[src/rtl/reg_dump_serializer.sv]
// Snapshots sixteen 16-bit register taps on request and streams them as a
// 34-byte frame (header, big-endian data w0 first, XOR checksum) over valid/ready.
module reg_dump_serializer #(
    parameter logic [7:0] HDR_BYTE = 8'hA5,
    parameter int         NUM_REGS = 16
) (
    input  logic        clk,
    input  logic        rst,
    input  logic [15:0] w0,
    input  logic [15:0] w1,
    input  logic [15:0] w2,
    input  logic [15:0] w3,
    input  logic [15:0] w4,
    input  logic [15:0] w5,
    input  logic [15:0] w6,
    input  logic [15:0] w7,
    input  logic [15:0] w8,
    input  logic [15:0] w9,
    input  logic [15:0] w10,
    input  logic [15:0] w11,
    input  logic [15:0] w12,
    input  logic [15:0] w13,
    input  logic [15:0] w14,
    input  logic [15:0] w15,
    input  logic        snap_req,
    output logic [7:0]  out_data,
    output logic        out_valid,
    input  logic        out_ready,
    output logic        busy,
    output logic        done,
    output logic        req_dropped
);

    typedef enum logic [2:0] {
        ST_IDLE = 3'd0,
        ST_HDR  = 3'd1,
        ST_HI   = 3'd2,
        ST_LO   = 3'd3,
        ST_CSUM = 3'd4
    } state_t;

    localparam logic [3:0] LAST_IDX = 4'(NUM_REGS - 1);

    function automatic logic [7:0] csum_update(input logic [7:0] acc, input logic [7:0] b);
        return acc ^ b;
    endfunction

    state_t      state_r, state_s;
    logic [15:0] w_s      [NUM_REGS];
    logic [15:0] shadow_r [NUM_REGS];
    logic [3:0]  idx_r, idx_s;
    logic [7:0]  csum_r, csum_s;
    logic [7:0]  data_r, data_s;
    logic        valid_r, valid_s;
    logic        busy_r, busy_s;
    logic        done_r, done_s;
    logic        drop_r, drop_s;
    logic        load_s;
    logic        hs_s;

    assign w_s[0]  = w0;
    assign w_s[1]  = w1;
    assign w_s[2]  = w2;
    assign w_s[3]  = w3;
    assign w_s[4]  = w4;
    assign w_s[5]  = w5;
    assign w_s[6]  = w6;
    assign w_s[7]  = w7;
    assign w_s[8]  = w8;
    assign w_s[9]  = w9;
    assign w_s[10] = w10;
    assign w_s[11] = w11;
    assign w_s[12] = w12;
    assign w_s[13] = w13;
    assign w_s[14] = w14;
    assign w_s[15] = w15;

    // Next-state and next-output decode; outputs are computed one step ahead so they leave flops.
    always_comb begin
        state_s = state_r;
        idx_s   = idx_r;
        csum_s  = csum_r;
        data_s  = data_r;
        valid_s = valid_r;
        done_s  = 1'b0;
        drop_s  = drop_r;
        load_s  = 1'b0;
        hs_s    = valid_r & out_ready;

        if (busy_r && snap_req) begin
            drop_s = 1'b1;
        end else begin
            drop_s = drop_r;
        end

        case (state_r)
            ST_IDLE: begin
                if (snap_req) begin
                    load_s  = 1'b1;
                    csum_s  = 8'h00;
                    drop_s  = 1'b0;
                    state_s = ST_HDR;
                    valid_s = 1'b1;
                    data_s  = HDR_BYTE;
                end else begin
                    valid_s = 1'b0;
                    data_s  = 8'h00;
                end
            end
            ST_HDR: begin
                if (hs_s) begin
                    idx_s   = 4'd0;
                    state_s = ST_HI;
                    data_s  = shadow_r[0][15:8];
                end else begin
                    state_s = ST_HDR;
                end
            end
            ST_HI: begin
                if (hs_s) begin
                    csum_s  = csum_update(csum_r, data_r);
                    state_s = ST_LO;
                    data_s  = shadow_r[idx_r][7:0];
                end else begin
                    state_s = ST_HI;
                end
            end
            ST_LO: begin
                if (hs_s) begin
                    csum_s = csum_update(csum_r, data_r);
                    if (idx_r == LAST_IDX) begin
                        state_s = ST_CSUM;
                        data_s  = csum_s;
                    end else begin
                        idx_s   = idx_r + 4'd1;
                        state_s = ST_HI;
                        data_s  = shadow_r[idx_r + 4'd1][15:8];
                    end
                end else begin
                    state_s = ST_LO;
                end
            end
            ST_CSUM: begin
                if (hs_s) begin
                    state_s = ST_IDLE;
                    valid_s = 1'b0;
                    data_s  = 8'h00;
                    done_s  = 1'b1;
                end else begin
                    state_s = ST_CSUM;
                end
            end
            default: begin
                state_s = ST_IDLE;
                valid_s = 1'b0;
                data_s  = 8'h00;
            end
        endcase

        busy_s = (state_s != ST_IDLE);
    end

    // FSM state, stream index, checksum and registered status outputs.
    always_ff @(posedge clk or negedge rst) begin
        if (!rst) begin
            state_r <= ST_IDLE;
            idx_r   <= 4'd0;
            csum_r  <= 8'h00;
            data_r  <= 8'h00;
            valid_r <= 1'b0;
            busy_r  <= 1'b0;
            done_r  <= 1'b0;
            drop_r  <= 1'b0;
        end else begin
            state_r <= state_s;
            idx_r   <= idx_s;
            csum_r  <= csum_s;
            data_r  <= data_s;
            valid_r <= valid_s;
            busy_r  <= busy_s;
            done_r  <= done_s;
            drop_r  <= drop_s;
        end
    end

    // Shadow copy of the register taps, frozen for the whole frame.
    always_ff @(posedge clk or negedge rst) begin
        if (!rst) begin
            for (int i = 0; i < NUM_REGS; i++) begin
                shadow_r[i] <= 16'h0000;
            end
        end else if (load_s) begin
            for (int i = 0; i < NUM_REGS; i++) begin
                shadow_r[i] <= w_s[i];
            end
        end
    end

    assign out_data    = data_r;
    assign out_valid   = valid_r;
    assign busy        = busy_r;
    assign done        = done_r;
    assign req_dropped = drop_r;

endmodule

[config.mk]
export PLATFORM = sky130hd
export DESIGN_NAME = reg_dump_serializer
export DESIGN_NICKNAME = d
export VERILOG_FILES = /design/src/rtl/reg_dump_serializer.sv
export SDC_FILE = /design/constraint.sdc
export NUM_CORES = 1
export LEC_CHECK = 0
export ABC_AREA = 1
export CAP_MARGIN = 25
export CORE_UTILIZATION = 45
export DETAILED_ROUTE_END_ITERATION = 8
export DONT_BUFFER_PORTS = 1
export GPL_TIMING_DRIVEN = 0
export PLACE_DENSITY_LB_ADDON = 0.25
export SYNTH_ARGS = -nofsm -noshare
export SYNTH_HDL_FRONTEND = slang
export SYNTH_SLANG_ARGS = --single-unit
[constraint.sdc]
create_clock -name clk -period 4.2 [get_ports clk]
set_input_delay 0.42 -clock clk [delete_from_list [all_inputs] [get_ports clk]]
set_output_delay 0.42 -clock clk [all_outputs]
set_load 0.1 [all_outputs]
==> summary.txt <==
Clocking
  • Clk_lat worst skew: between 0.5 and 0.6 ns
  • CTS Buf Count: 31
  • H-Tree Depth: 1
  • CTS resizes: 0
  • Setup Buffers After CTS: 0
  • CTS tree: yes
  • Clock buffer depth: 3
  • Root Buffer: clkbuf_16
  • Reg clk slew, reported paths: roughly 0.060 ns
  • Clock Sinks: around 280

Die
  • IO Pins: around 270
  • Initial Utilization: roughly 46%
  • Die H: about 180 µm
  • DIE WIDTH: between 150 and 200 µm
  • Core region area: between 20000 and 30000 µm²
  • Die area: between 30000 and 40000 µm²
  • FP Rows: 63

Yosys
  • Post-synth top flop: dfrtp_1
  • Count leader, synth: nand2_1
  • Leading area contributor after synthesis: dfrtp_1
  • Syn Nets: 2044
  • Main combinational cell family by area after synthesis: simple AND/OR/NAND/NOR gates
  • Async SR Flop Fraction: 100%
  • Mux contribution to synthesized area: 0%
  • Post-synthesis sequential area ratio: around 52%
  • Post-Synth Adder-Cell Area: less than 1%
  • Mapped Avg Cell Area: slightly below 8 µm²
  • Post-Synth XOR/XNOR Area: less than 1%
  • Post-synth top cells: 601 x nand2_1, 283 x dfrtp_1, 238 x inv_1
  • Yosys reg bits: about 280
  • Syn. warnings: 0
  • Dominant cells by area after synthesis: dfrtp_1 52%, nand2_1 16%, o21ai_0 8.4%, nand3_1 7.4%, inv_1 6.5%
  • Post-Synthesis Cells: roughly 1800
  • Cell variety after synth: 27
  • Cell Area, Synth: about 14000 µm²
  • EDFF count, synth: 0
  • Synth Area in Compound Gates: between 10% and 20%
  • Synth Area in Simple Gates: 25.4%
  • Yosys top cell area share: 51.7%

Global route
  • Grt ovf: 0
  • Initial antenna violation count: 4
  • Pin count of the biggest net entering global routing: approximately 280
  • Vias in the first global route: roughly 13000
  • Global-route wire length before repair: ~74 mm
  • Total track usage: a little under a third

Critical path
  • Critical path required time: 4.70 ns
  • Slowest CP cell: clkbuf_1
  • Crit-path cells: ha_1, buf_2, clkbuf_1, nand3_1, nand3_1, nand3_1, nand3_1, nand2_1, nand2_1, nand2_1, nand2_1
  • Critical Path End Type: register
  • Worst EP arrival: around 3 ns
  • Critical path class: register to register
  • Critical Path Source: idx_r[0]
  • Critical path startpoint category: register
  • Worst R2R Start: idx_r[0]
  • Slowest Stage Delay on Critical Path: about 0.53 ns
  • CP max FO: 10

Routing
  • Total Wirelength: between 40 and 50 mm
  • Via density: roughly 5.3
  • Initial drt markers: 1277
  • WL/cell: ~20 µm
  • Vias: between 10000 and 15000
  • DRC errors left: 0
  • Post-route antenna net violation count: 0
  • First-pass detailed-route iteration total: 5

Finish
  • Multi-input gate area in the final layout: 5150 µm²
  • Share of post-route cells with drive strength above 1: 6.78%
  • Post-route cell area: between 15000 and 20000 µm²
  • Fill count: 2692
  • FF/Latch Area: between 7000 and 8000 µm²
  • Non-filler instance count after layout: 2432
  • Fin nets: approximately 2300
  • Final core occ: between 50 and 60%
  • Synth-to-Final Area Change: 25.7%

Flow run
  • Max cap viols: 0

Power and ir drop
  • Peak supply drop: approximately 0.00047 V
  • Pwr Density: between 700 and 800 nW/µm²
  • P_leak: roughly 8.4 nW
  • Power, Total: around 14 mW

STA
  • Tmin final: approximately 2.6 ns
  • Final period utilization: 60.8%
  • Slew HR: between 10% and 20%
  • Pin slew with the least headroom to its limit: between 1 and 1.5 ns
  • Final setup fails: 0
  • Final hold vios: about 280
  • Minimum hold slack: -0.435 ns
  • FMAX: between 300 and 400 MHz
  • Clock Skews: 0.0120 ns
  • Slew Limit Fails: 0
  • Setup TNS: 0 ns
  • Unrepaired setup endpoints after global routing: false

Place
  • # port buffers: 0
  • Final Wtd Congestion: between 0.9 and 1
  • Placed insts: about 2200
  • Dpl hpwl: about 35 mm
  • DP Area: 14200 µm²

Worst hold path
  • Worst Hold Class: input pin to asynchronous set/reset pin

Status
  • Status: complete, but fails checks
  • Failing checks: negative hold slack
## flip-flops by register name, summed over array words and instances (netlist names)
register     flops
req_dropped      1
csum_r           8
idx_r            4
shadow_r       256
busy             1
state_r          3
out_valid        1
out_data         8
done             1
## worst max-delay path: cells and delay by family, from the launching register on
family | cells | cell delay, ns
AND/OR/NAND/NOR | 8 | 1.12
buffers and inverters | 2 | 0.66
flip-flops | 1 | 0.42
adder cells (fa/ha/maj) | 1 | 0.29
## where the power goes
part | switching [mW] | internal [mW] | leakage (nW) | total [mW]
sequential | 0.814 | 4.01 | 3.49 | 4.83
clock | 1.13 | 1.70 | 0.519 | 2.83
combinational | 4.07 | 1.94 | 4.34 | 6.01
total | 6.02 | 7.65 | 8.36 | 13.7
## routing by layer
| metal | wire length (µm) | GRT usage [%] | vias to the layer above |
|---|---|---|---|
| met3 | 3580 | 3.83 | 109 |
| met4 | 1850 | 11.2 | 0 |
| met5 | 0 | 0 | - |
| li1 | - | - | 6055 |
| met1 | 20700 | 43.0 | 6172 |
| met2 | 22500 | 51.5 | 583 |
## cells by family after synthesis
group | Yosys count
compound gates | 295
simple gates | 838
xor+xnor | 10
flops | 283
fa+ha+maj | 1
buf+inv | 356
## cell type report
class	count	share of cell area (%)
Sequential cell	283	41.1
Multi-Input combinational cell	1144	29.9
Timing Repair Buffer	197	11.4
Inverter	245	5.33
Clock buffer	42	5.09
Buffer	111	3.25
Tap cell	390	2.83
Clock inverter	14	1.02
Antenna cell	6	0.0871
## timing repair
item	in CTS	in global routing
hold buffers	196	1
endpoints found under the setup margin	0	0
endpoints found under the hold margin	479	284
## placed cells by master (no fill, tap or decap), drive strengths merged
cell | synthesis | layout
nand2 | 602 | 602
dfrtp | 283 | 283
inv | 245 | 245
o21ai | 244 | 244
nand3 | 214 | 214
dlygate4sd3 | 0 | 197
clkbuf | 45 | 87
buf | 66 | 66
o211ai | 26 | 26
a21oi | 22 | 22
nor2 | 18 | 18
clkinv | 0 | 8
diode | 0 | 6
xor2 | 6 | 6
xnor2 | 4 | 4
bufinv | 0 | 4
o22ai | 3 | 3
nand4 | 2 | 2
clkinvlp | 0 | 2
nor3 | 1 | 1
or2 | 1 | 1
ha | 1 | 1
## stage by stage
stage	hold WS (ns)	setup slack, ns
after global routing	-0.457	1.62
after floorplan	0.124	2.25
final	-0.435	1.65
after CTS	-0.457	1.77
after detailed placement	0.138	1.79
after global placement	0.142	1.78
## worst paths after layout
path                                 end  slack, ns  cells past startpoint
max                          out_data[3]       1.65                     11
min                         shadow_r[29]      -0.44                      0
max reg2reg                  out_data[3]       1.65                     11
min reg2reg                shadow_r[234]       0.48                      2
max in group asynchronous   shadow_r[54]       3.66                      0
min in group clk            shadow_r[56]       0.01                      2
Power figures use the tool's default switching activity.
